[src/rtl/fmalza_pipe_pkg.sv]
// Shared FMA helpers: the Schmookler-Nowka leading-digit pattern equation and
// the shift-count width rule, also reused by the fused add path.
package fmalza_pipe_pkg;

    // Count width able to hold 0..width+1.
    function automatic int unsigned lza_cw(input int unsigned width);
        return $clog2(width + 2);
    endfunction

    localparam int unsigned LzaCw = lza_cw(3 * 52 + 4);

    // One bit of F from the propagate of the next-higher position and the
    // generate/kill of this and the next-lower position.
    function automatic logic lza_pattern(
        input logic pp1,
        input logic g,
        input logic k,
        input logic gm1,
        input logic km1
    );
        return (pp1 & ((g & ~km1) | (k & ~gm1))) | (~pp1 & ((k & ~km1) | (g & ~gm1)));
    endfunction

endpackage

[src/rtl/fmalza_pipe_lzc_split.sv]
// Two-half leading-zero counter with merge; Reg=1 places a register between
// the half counts and the merge (loaded on en_i), Reg=0 is fully combinational.
module lza_lzc_split #(
    parameter int unsigned N   = 161,
    parameter int unsigned CW  = 8,
    parameter bit          Reg = 1'b0
) (
    input  logic          clk_i,
    input  logic          rst_i,
    input  logic          en_i,
    input  logic [N-1:0]  f_i,
    output logic [CW-1:0] cnt_o,
    output logic          zero_o
);
    localparam int LW = int'(N) / 2;
    localparam int UW = int'(N) - LW;

    logic [UW-1:0] hi_f;
    logic [LW-1:0] lo_f;
    logic [CW-1:0] hi_cnt_d, lo_cnt_d, hi_cnt_q, lo_cnt_q, hi_cnt, lo_cnt;
    logic          hi_zero_d, lo_zero_d, hi_zero_q, lo_zero_q, hi_zero, lo_zero;

    assign hi_f = f_i[N-1:LW];
    assign lo_f = f_i[LW-1:0];

    // Scanning upward lets the highest set bit win.
    always_comb begin
        hi_cnt_d = CW'(UW);
        for (int i = 0; i < UW; i++) begin
            if (hi_f[i]) hi_cnt_d = CW'(UW - 1 - i);
        end
        lo_cnt_d = CW'(LW);
        for (int i = 0; i < LW; i++) begin
            if (lo_f[i]) lo_cnt_d = CW'(LW - 1 - i);
        end
    end

    assign hi_zero_d = ~|hi_f;
    assign lo_zero_d = ~|lo_f;

    always_ff @(posedge clk_i) begin
        if (rst_i) begin
            hi_cnt_q  <= '0;
            lo_cnt_q  <= '0;
            hi_zero_q <= 1'b0;
            lo_zero_q <= 1'b0;
        end else if (en_i) begin
            hi_cnt_q  <= hi_cnt_d;
            lo_cnt_q  <= lo_cnt_d;
            hi_zero_q <= hi_zero_d;
            lo_zero_q <= lo_zero_d;
        end
    end

    assign hi_cnt  = Reg ? hi_cnt_q  : hi_cnt_d;
    assign lo_cnt  = Reg ? lo_cnt_q  : lo_cnt_d;
    assign hi_zero = Reg ? hi_zero_q : hi_zero_d;
    assign lo_zero = Reg ? lo_zero_q : lo_zero_d;

    assign zero_o = hi_zero & lo_zero;
    assign cnt_o  = hi_zero ? CW'(UW) + lo_cnt : hi_cnt;

endmodule

[src/rtl/fmalza_pipe.sv]
// Pipelined leading zero anticipator: F pattern, shift count and zero flag with
// valid/ready backpressure, flush and a sideband tag.
module fmalza_pipe
    import fmalza_pipe_pkg::*;
#(
    parameter int unsigned NF     = 52,
    parameter int unsigned WIDTH  = 3 * NF + 4,
    parameter int unsigned STAGES = 2,
    parameter int unsigned TAGW   = 8,
    localparam int unsigned CW    = lza_cw(WIDTH)
) (
    input  logic              clk,
    input  logic              reset,
    input  logic              flush,
    input  logic              in_valid,
    output logic              in_ready,
    input  logic [WIDTH-1:0]  A,
    input  logic [2*NF+1:0]   Pm,
    input  logic              Cin,
    input  logic              sub,
    input  logic [TAGW-1:0]   tag_in,
    output logic              out_valid,
    input  logic              out_ready,
    output logic [CW-1:0]     SCnt,
    output logic              Zero,
    output logic [TAGW-1:0]   tag_out
);
    if (STAGES < 1 || STAGES > 3) begin : g_bad_stages
        $error("fmalza_pipe: STAGES must be 1, 2 or 3");
    end
    if (WIDTH != 3 * NF + 4) begin : g_bad_width
        $error("fmalza_pipe: WIDTH must equal 3*NF+4");
    end

    logic [WIDTH-1:0] b_op, g_v, k_v, pp1, gm1, km1;
    logic [WIDTH:0]   f_c, lzc_in;

    assign b_op = {{(NF + 1){1'b0}}, Pm, 1'b0};
    assign g_v  = A & b_op;
    assign k_v  = ~A & ~b_op;
    assign pp1  = {sub, A[WIDTH-1:1] ^ b_op[WIDTH-1:1]};
    assign gm1  = {g_v[WIDTH-2:0], Cin};
    assign km1  = {k_v[WIDTH-2:0], ~Cin};

    always_comb begin
        f_c = '0;
        for (int i = 0; i < int'(WIDTH); i++) begin
            f_c[i] = lza_pattern(pp1[i], g_v[i], k_v[i], gm1[i], km1[i]);
        end
        f_c[WIDTH] = ~sub & (A[WIDTH-1] ^ b_op[WIDTH-1]);
    end

    // Handshake: ld[k] means stage k may load; ld[STAGES] is the consumer.
    logic [STAGES-1:0] v_q, vin, en;
    logic [STAGES:0]   ld;
    logic [TAGW-1:0]   tag_q   [STAGES];
    logic [TAGW-1:0]   tag_src [STAGES];

    always_comb begin
        ld         = '0;
        ld[STAGES] = out_ready;
        for (int k = int'(STAGES) - 1; k >= 0; k--) begin
            ld[k] = ~v_q[k] | ld[k+1];
        end
        vin        = '0;
        vin[0]     = in_valid;
        tag_src[0] = tag_in;
        for (int k = 1; k < int'(STAGES); k++) begin
            vin[k]     = v_q[k-1];
            tag_src[k] = tag_q[k-1];
        end
        en = ld[STAGES-1:0] & vin;
    end

    assign in_ready  = ld[0];
    assign out_valid = v_q[STAGES-1];
    assign tag_out   = tag_q[STAGES-1];

    always_ff @(posedge clk) begin
        if (reset || flush) begin
            v_q <= '0;
        end else begin
            for (int k = 0; k < int'(STAGES); k++) begin
                if (ld[k]) v_q[k] <= vin[k];
            end
        end
    end

    always_ff @(posedge clk) begin
        if (reset) begin
            for (int k = 0; k < int'(STAGES); k++) tag_q[k] <= '0;
        end else begin
            for (int k = 0; k < int'(STAGES); k++) begin
                if (en[k]) tag_q[k] <= tag_src[k];
            end
        end
    end

    logic mid_en;
    if (STAGES == 1) begin : g_s1
        assign lzc_in = f_c;
        assign mid_en = 1'b0;
    end else begin : g_sn
        logic [WIDTH:0] f_q;
        always_ff @(posedge clk) begin
            if (reset)      f_q <= '0;
            else if (en[0]) f_q <= f_c;
        end
        assign lzc_in = f_q;
        if (STAGES == 3) begin : g_s3
            assign mid_en = en[1];
        end else begin : g_s2
            assign mid_en = 1'b0;
        end
    end

    logic [CW-1:0] cnt_c;
    logic          zero_c;

    lza_lzc_split #(
        .N   (WIDTH + 1),
        .CW  (CW),
        .Reg (STAGES == 3)
    ) u_lzc (
        .clk_i  (clk),
        .rst_i  (reset),
        .en_i   (mid_en),
        .f_i    (lzc_in),
        .cnt_o  (cnt_c),
        .zero_o (zero_c)
    );

    logic [CW-1:0] scnt_q;
    logic          zero_q;

    always_ff @(posedge clk) begin
        if (reset) begin
            scnt_q <= '0;
            zero_q <= 1'b0;
        end else if (en[STAGES-1]) begin
            scnt_q <= cnt_c;
            zero_q <= zero_c;
        end
    end

    assign SCnt = scnt_q;
    assign Zero = zero_q;

endmodule

[config.mk]
export PLATFORM = sky130hd
export DESIGN_NAME = fmalza_pipe
export DESIGN_NICKNAME = d
export VERILOG_FILES = /design/src/rtl/fmalza_pipe_pkg.sv /design/src/rtl/fmalza_pipe_lzc_split.sv /design/src/rtl/fmalza_pipe.sv
export SDC_FILE = /design/constraint.sdc
export NUM_CORES = 1
export LEC_CHECK = 0
export CAP_MARGIN = 20
export CORE_UTILIZATION = 53
export CTS_CLUSTER_SIZE = 20
export DETAILED_ROUTE_END_ITERATION = 12
export GPL_ROUTABILITY_DRIVEN = 0
export PLACE_DENSITY = 0.82
export SYNTH_ARGS = -nofsm -noshare
export SYNTH_HDL_FRONTEND = slang
export SYNTH_HIERARCHICAL = 1
export SYNTH_SLANG_ARGS = --single-unit
[constraint.sdc]
create_clock -name clk -period 2.85 [get_ports clk]
set_input_delay 0.57 -clock clk [delete_from_list [all_inputs] [get_ports clk]]
set_output_delay 0.57 -clock clk [all_outputs]
set_load 0.01 [all_outputs]
==> flow_summary.yaml, run 1 <==
run_status:
  status: "finished, violations left"
  violations: "setup timing"
place:
  dp_cells: 2359
  hpwlAfterDp_mm: 31.1
  dp_worst_setup_slack_ns: -0.159
  dpl-instance-area_sq_um: 18600
  portBuffers: 299
global_route:
  grt_max_degree: 66
  grt.total_usage_pct: 26.5
  first_global_vias: 13424
  grt_overflow: 0
  grt_use_met1_pct: 30.0
  grtUsageMet2_pct: 49.3
  antenna_found_initial: 5
  busiest_layer: "met2"
  grt_pass1_wl_mm: 62.5
  met3_usage_pct: 4.21
timing:
  whs_ns: 0.484
  finalWorstSetupSlack_ns: -0.0136
  fin_skew_ns: 0.0101
  worst_slew_pin_slew_ns: 0.861
  max-slew-margin-rel_pct: 42.6
  layout_min_cycle_time_ns: 2.86
  setup_tns_ns: -0.0197
  finalCritPeriodShare_pct: 100
  timing.final.max_slew_violations: 0
  setup_violations: 2
  hold_violations: 0
  fmaxAchievable_mhz: 349
  rsz0062_at_grt: "true"
routing:
  drc: 0
  dr.pass1.iters: 5
  wl_per_cell_microns: 16.3
  dr_total_vias: 13709
  antenna_left: 0
  wl_mm: 39.2
  vias_per_cell: 5.71
  drt_iter0_markers: 764
die:
  core_sq_um: 27800
  die_y_microns: 170
  rows: 61
  die-width_microns: 170
  initial_core_util_pct: 54.0
  ios: 300
  die-area_sq_um: 29000
clock_network:
  cts_tree: "built"
  cts_buffer_depth: 2
  ctsHoldBuffers: 0
  cts_sinks: 188
  cts_max_level: 4
  clk_pin_slew_ns: 0.07
  numCtsBuffers: 17
  cts_root_buf: "clkbuf_16"
  worstSkewPairLatency_ns: 0.43
pwr:
  irDropWorstVdd_mv: 0.444
  p_sw_mw: 2.58
  finalPower_mw: 8.13
  power_frac_comb_pct: 32.9
  cell_internal_pwr_mw: 5.54
  cellLeakagePower_nw: 9.04
  power_frac_seq_pct: 37.0
  power_per_cell_area_nw_per_um2: 419
  swShare_pct: 31.8
  power.share.clock_pct: 30.1
layout:
  nets: 2511
  syn2layout_area_growth_pct: 29.1
  finalNonFillerCells: 2399
  final_area_sq_um: 19400
  post-route-util_pct: 69.7
  drive_gt1_share_pct: 5.16
synth:
  syn-cell-area_sq_um: 15000
  yosys_warnings: 6
  synth_nets: 2200
  syn_inst: 1693
  syn_area_per_cell_sq_um: 8.86
critical_path:
  max_stage_delay_ns: 0.40
  path_class: "reg2reg"
  required_ns: 3.17
  start_kind: "register"
  path_cells: "nor4_4 -> o311ai_2 -> a21oi_2 -> buf_4 -> a211oi_4 -> a2111oi_4 -> nor2_2 -> nor3_1 -> nor3_1 -> ha_2 -> nand2_2 -> xor2_1 -> o21ai_1 -> a22o_1"
  arrival_ns: 3.18
  cp_slowest_cell: "a2111oi_4"
  critPathMostFrequentCell: "nor3_1"
  crit_path_end_kind: "register"
  critical_path.max_fanout: 4
min_path:
  min_path_type: "reg2reg"
flow_run:
  cap_violations: 0
==> critical path, delay by kind of cell (launching register included) <==
| kind | cells | cell delay [ns] |
|---|---|---|
| AOI/OAI and AO/OA | 6 | 1.18 |
| and+or+nand+nor | 5 | 0.72 |
| DFF | 1 | 0.34 |
| adders and majority gates | 1 | 0.19 |
| xor gates and xnor gates | 1 | 0.15 |
| buffers and inverters | 1 | 0.18 |
==> flip-flops by register name (all words and copies together) (netlist names) <==
| signal | cells |
|---|---|
| SCnt | 8 |
| Zero | 1 |
| g_sn.f_q | 161 |
| tag_q | 16 |
| v_q | 2 |
==> worst paths after layout <==
check | from | endpoint | slack, ns | cells past startpoint
worst min register to register | SCnt[5] | SCnt[5] | 0.48 | 1
worst min-delay path | SCnt[5] | SCnt[5] | 0.48 | 1
worst max-delay path | g_sn.f_q[65] | SCnt[4] | -0.01 | 14
worst max register to register | g_sn.f_q[65] | SCnt[4] | -0.01 | 14
==> cells in the final DEF, fill, tap and decap left out, types with 35 or more instances in the layout <==
cell type        count
a21oi_1             35
a22o_1             111
a22oi_1             56
clkdlybuf4s50_1    299
dfxtp_1            169
ha_1               225
inv_1              248
mux2i_1            208
nor2_1             171
nor4_1              37
o22ai_1             50
o2bb2ai_1           56
==> power groups by stage <==
stage,logic [mW],clock network [mW],registers [mW]
after global routing,2.90,2.58,3.03
after global placement,2.47,0,3.04
final,2.67,2.45,3.00
after detailed placement,2.54,0,3.05
after floorplan,1.58,0,3.01
after CTS,2.59,2.49,2.99
==> area by class of cell <==
type                    count  area [sq um]
clock buffers              18           429
repair buffers            336          3350
well taps                 378           473
flip-flops and latches    188          3930
fillers                  2197          8410
multi-input cells        1212         10100
diodes                      4          10.0
inverters                 249           935
clock inverters            14           180
==> routing by layer <==
layer / wire length, microns / vias up / part of all wire (%)
li1: - / 6786 / -
met1: 16300 / 6444 / 42
met2: 19800 / 400 / 51
met3: 1830 / 77 / 4.7
met4: 1240 / 2 / 3.2
met5: 17 / - / 0.043
==> timing repair <==
action                     4_1_cts  5_1_grt
setup endpoints to repair        4        5
setup buffers                    1        2
resized for setup                9       18
pin swaps                        7        8
Power figures use the tool's default switching activity.
==> inputs of run 2 (changes only) <==
--- a/config.mk
+++ b/config.mk
@@ -6,11 +6,10 @@
 export NUM_CORES = 1
 export LEC_CHECK = 0
 export CAP_MARGIN = 20
-export CORE_UTILIZATION = 53
+export CORE_UTILIZATION = 30
 export CTS_CLUSTER_SIZE = 20
 export DETAILED_ROUTE_END_ITERATION = 12
 export GPL_ROUTABILITY_DRIVEN = 0
-export PLACE_DENSITY = 0.82
 export SYNTH_ARGS = -nofsm -noshare
 export SYNTH_HDL_FRONTEND = slang
 export SYNTH_HIERARCHICAL = 1
==> flow_summary.yaml, run 2 (synthesis results as in run 1) <==
pwr:
  swShare_pct: 31.2
  p_sw_mw: 2.52
  power_frac_comb_pct: 33.1
  power_frac_seq_pct: 37.1
  irDropWorstVdd_mv: 0.444
  power_per_cell_area_nw_per_um2: 409
  cellLeakagePower_nw: 9.09
  cell_internal_pwr_mw: 5.55
  power.share.clock_pct: 29.8
critical_path:
  timing.rr.end: "SCnt[4]"
  reg2reg_depth: 13
  arrival_ns: 3.16
  required_ns: 3.19
  r2r_start: "g_sn.f_q[31]"
  startpoint: "g_sn.f_q[31]"
  start_kind: "register"
  crit_path_end_kind: "register"
  path_class: "reg2reg"
  r2r_slack_ns: 0.03
  critical_path.max_fanout: 3
timing:
  setup_violations: 0
  layout_min_cycle_time_ns: 2.82
  timing.final.max_slew_violations: 0
  max-slew-margin-rel_pct: 39.8
  finalCritPeriodShare_pct: 98.9
  fmaxAchievable_mhz: 355
  hold_violations: 0
  fin_skew_ns: 0.0102
  rsz0062_at_grt: "true"
  whs_ns: 0.483
  worst_slew_pin_slew_ns: 0.904
global_route:
  antenna_found_initial: 11
  grt.total_usage_pct: 16.3
  first_global_vias: 13039
  grt_max_degree: 82
  grt_pass1_wl_mm: 65.6
  grt_overflow: 0
routing:
  drt_iter0_markers: 641
  dr.pass1.iters: 5
  wl_mm: 42.1
  vias_per_cell: 4.96
  dr_total_vias: 13375
  antenna_left: 0
  wl_per_cell_microns: 15.6
  drc: 0
layout:
  largest_register_ffs: 161
  syn2layout_area_growth_pct: 31.6
  nets: 2528
  final_common_cell: "clkdlybuf4s50_1"
  top_register: "g_sn.f_q"
  final_cell_mix: "clkdlybuf4s50_1, inv_1, ha_1, mux2i_1"
  seqCellArea_sq_um: 3930
  final_area_sq_um: 19800
  fill_cells: 4924
  multi_input_area_sq_um: 10000
  drive_gt1_share_pct: 5.71
clock_network:
  numCtsBuffers: 17
  cts_tree: "built"
  cts_root_buf: "clkbuf_16"
  cts_buffer_depth: 2
  ctsHoldBuffers: 0
  clk_pin_slew_ns: 0.07
  cts_max_level: 4
  worstSkewPairLatency_ns: 0.45
  cts_sinks: 188
die:
  initial_core_util_pct: 30.5
  ios: 300
  die-area_sq_um: 50900
  die_y_microns: 226
  die-width_microns: 226
  rows: 81
  core_sq_um: 49200
min_path:
  min_path_type: "reg2reg"
  min-delay-start: "SCnt[4]"
  hold_depth: 1
  min_to: "SCnt[4]"
place:
  hpwlAfterDp_mm: 34.2
  dpl-instance-area_sq_um: 19100
  portBuffers: 299
run_status:
  status: "completed"
flow_run:
  cap_violations: 0
run 2: changes by cell type in the layout (fill, tap and decap cells not counted), sizes merged:
cell	before	now
buf	36	54
clkbuf	19	21
clkinv	5	1
clkinvlp	1	4
diode	4	3
inv	255	251
run 2: power by group through the flow:
| stage | registers [mW] | clock network [mW] | logic [mW] |
|---|---|---|---|
| after floorplan | 3.01 | 0 | 1.58 |
| after global placement | 3.04 | 0 | 2.61 |
| after detailed placement | 3.05 | 0 | 2.63 |
| after CTS | 2.99 | 2.48 | 2.66 |
| after global routing | 3.02 | 2.58 | 2.95 |
| final | 2.99 | 2.41 | 2.68 |
run 2: layer usage:
metal | GRT usage, % | wire length [microns] | up-vias
li1 | - | - | 6815
met3 | 3.60 | 2050 | 45
met4 | 3.66 | 539 | 14
met2 | 29.1 | 20600 | 281
met5 | 0 | 92 | -
met1 | 19.7 | 18800 | 6220
run 2: repair_timing:
action | in CTS | in global routing
setup buffers | 0 | 1
gates resized for setup | 1 | 19
pin swaps | 0 | 11
endpoints found under the setup margin | 4 | 5
run 2: final cells by class:
| cell class | count | area share, % |
|---|---|---|
| clock inverter | 9 | 0.576 |
| timing repair buffer | 353 | 17.5 |
| sequential | 188 | 19.9 |
| inverter | 249 | 4.73 |
| multi-input combinational | 1212 | 50.7 |
| clock buffer | 21 | 2.33 |
| tap | 664 | 4.21 |
| antenna | 3 | 0.0380 |
run 2: how the worst max path moves through the flow:
stage,cells past startpoint,slack [ns],end
2_1_floorplan,13,0.26,SCnt[4]
3_3_place_gp,14,-0.01,SCnt[4]
3_5_place_dp,13,-0.04,SCnt[6]
4_1_cts,14,0.008,SCnt[4]
5_1_grt,13,-0.18,SCnt[4]
6_report,13,0.03,SCnt[4]
run 2: critical path, stage by stage (launching register included):
cell      delay [ns]
dfxtp_1         0.31
or3_4           0.39
nor3_2          0.11
o211ai_1        0.13
a311oi_1        0.29
buf_4           0.17
o211ai_1        0.10
buf_4           0.17
a311oi_2        0.29
ha_2            0.25
nand2_2         0.07
xor2_1          0.16
o21ai_1         0.08
a22o_1          0.21
run 2: stage by stage:
| step | std cells | utilization [%] | setup TNS [ns] | worst slack [ns] | power, mW |
|---|---|---|---|---|---|
| after global routing | 2696 | 40.2 | -0.607 | -0.177 | 8.55 |
| after global placement | 2664 | 38.8 | -0.0218 | -0.0139 | 5.65 |
| after floorplan | 1693 | - | 0 | 0.262 | 4.59 |
| final | 2699 | 40.2 | 0 | 0.0312 | 8.08 |
| after detailed placement | 2665 | 38.8 | -0.0927 | -0.0433 | 5.68 |
| after CTS | 2695 | 40.0 | 0 | 0.00847 | 8.12 |
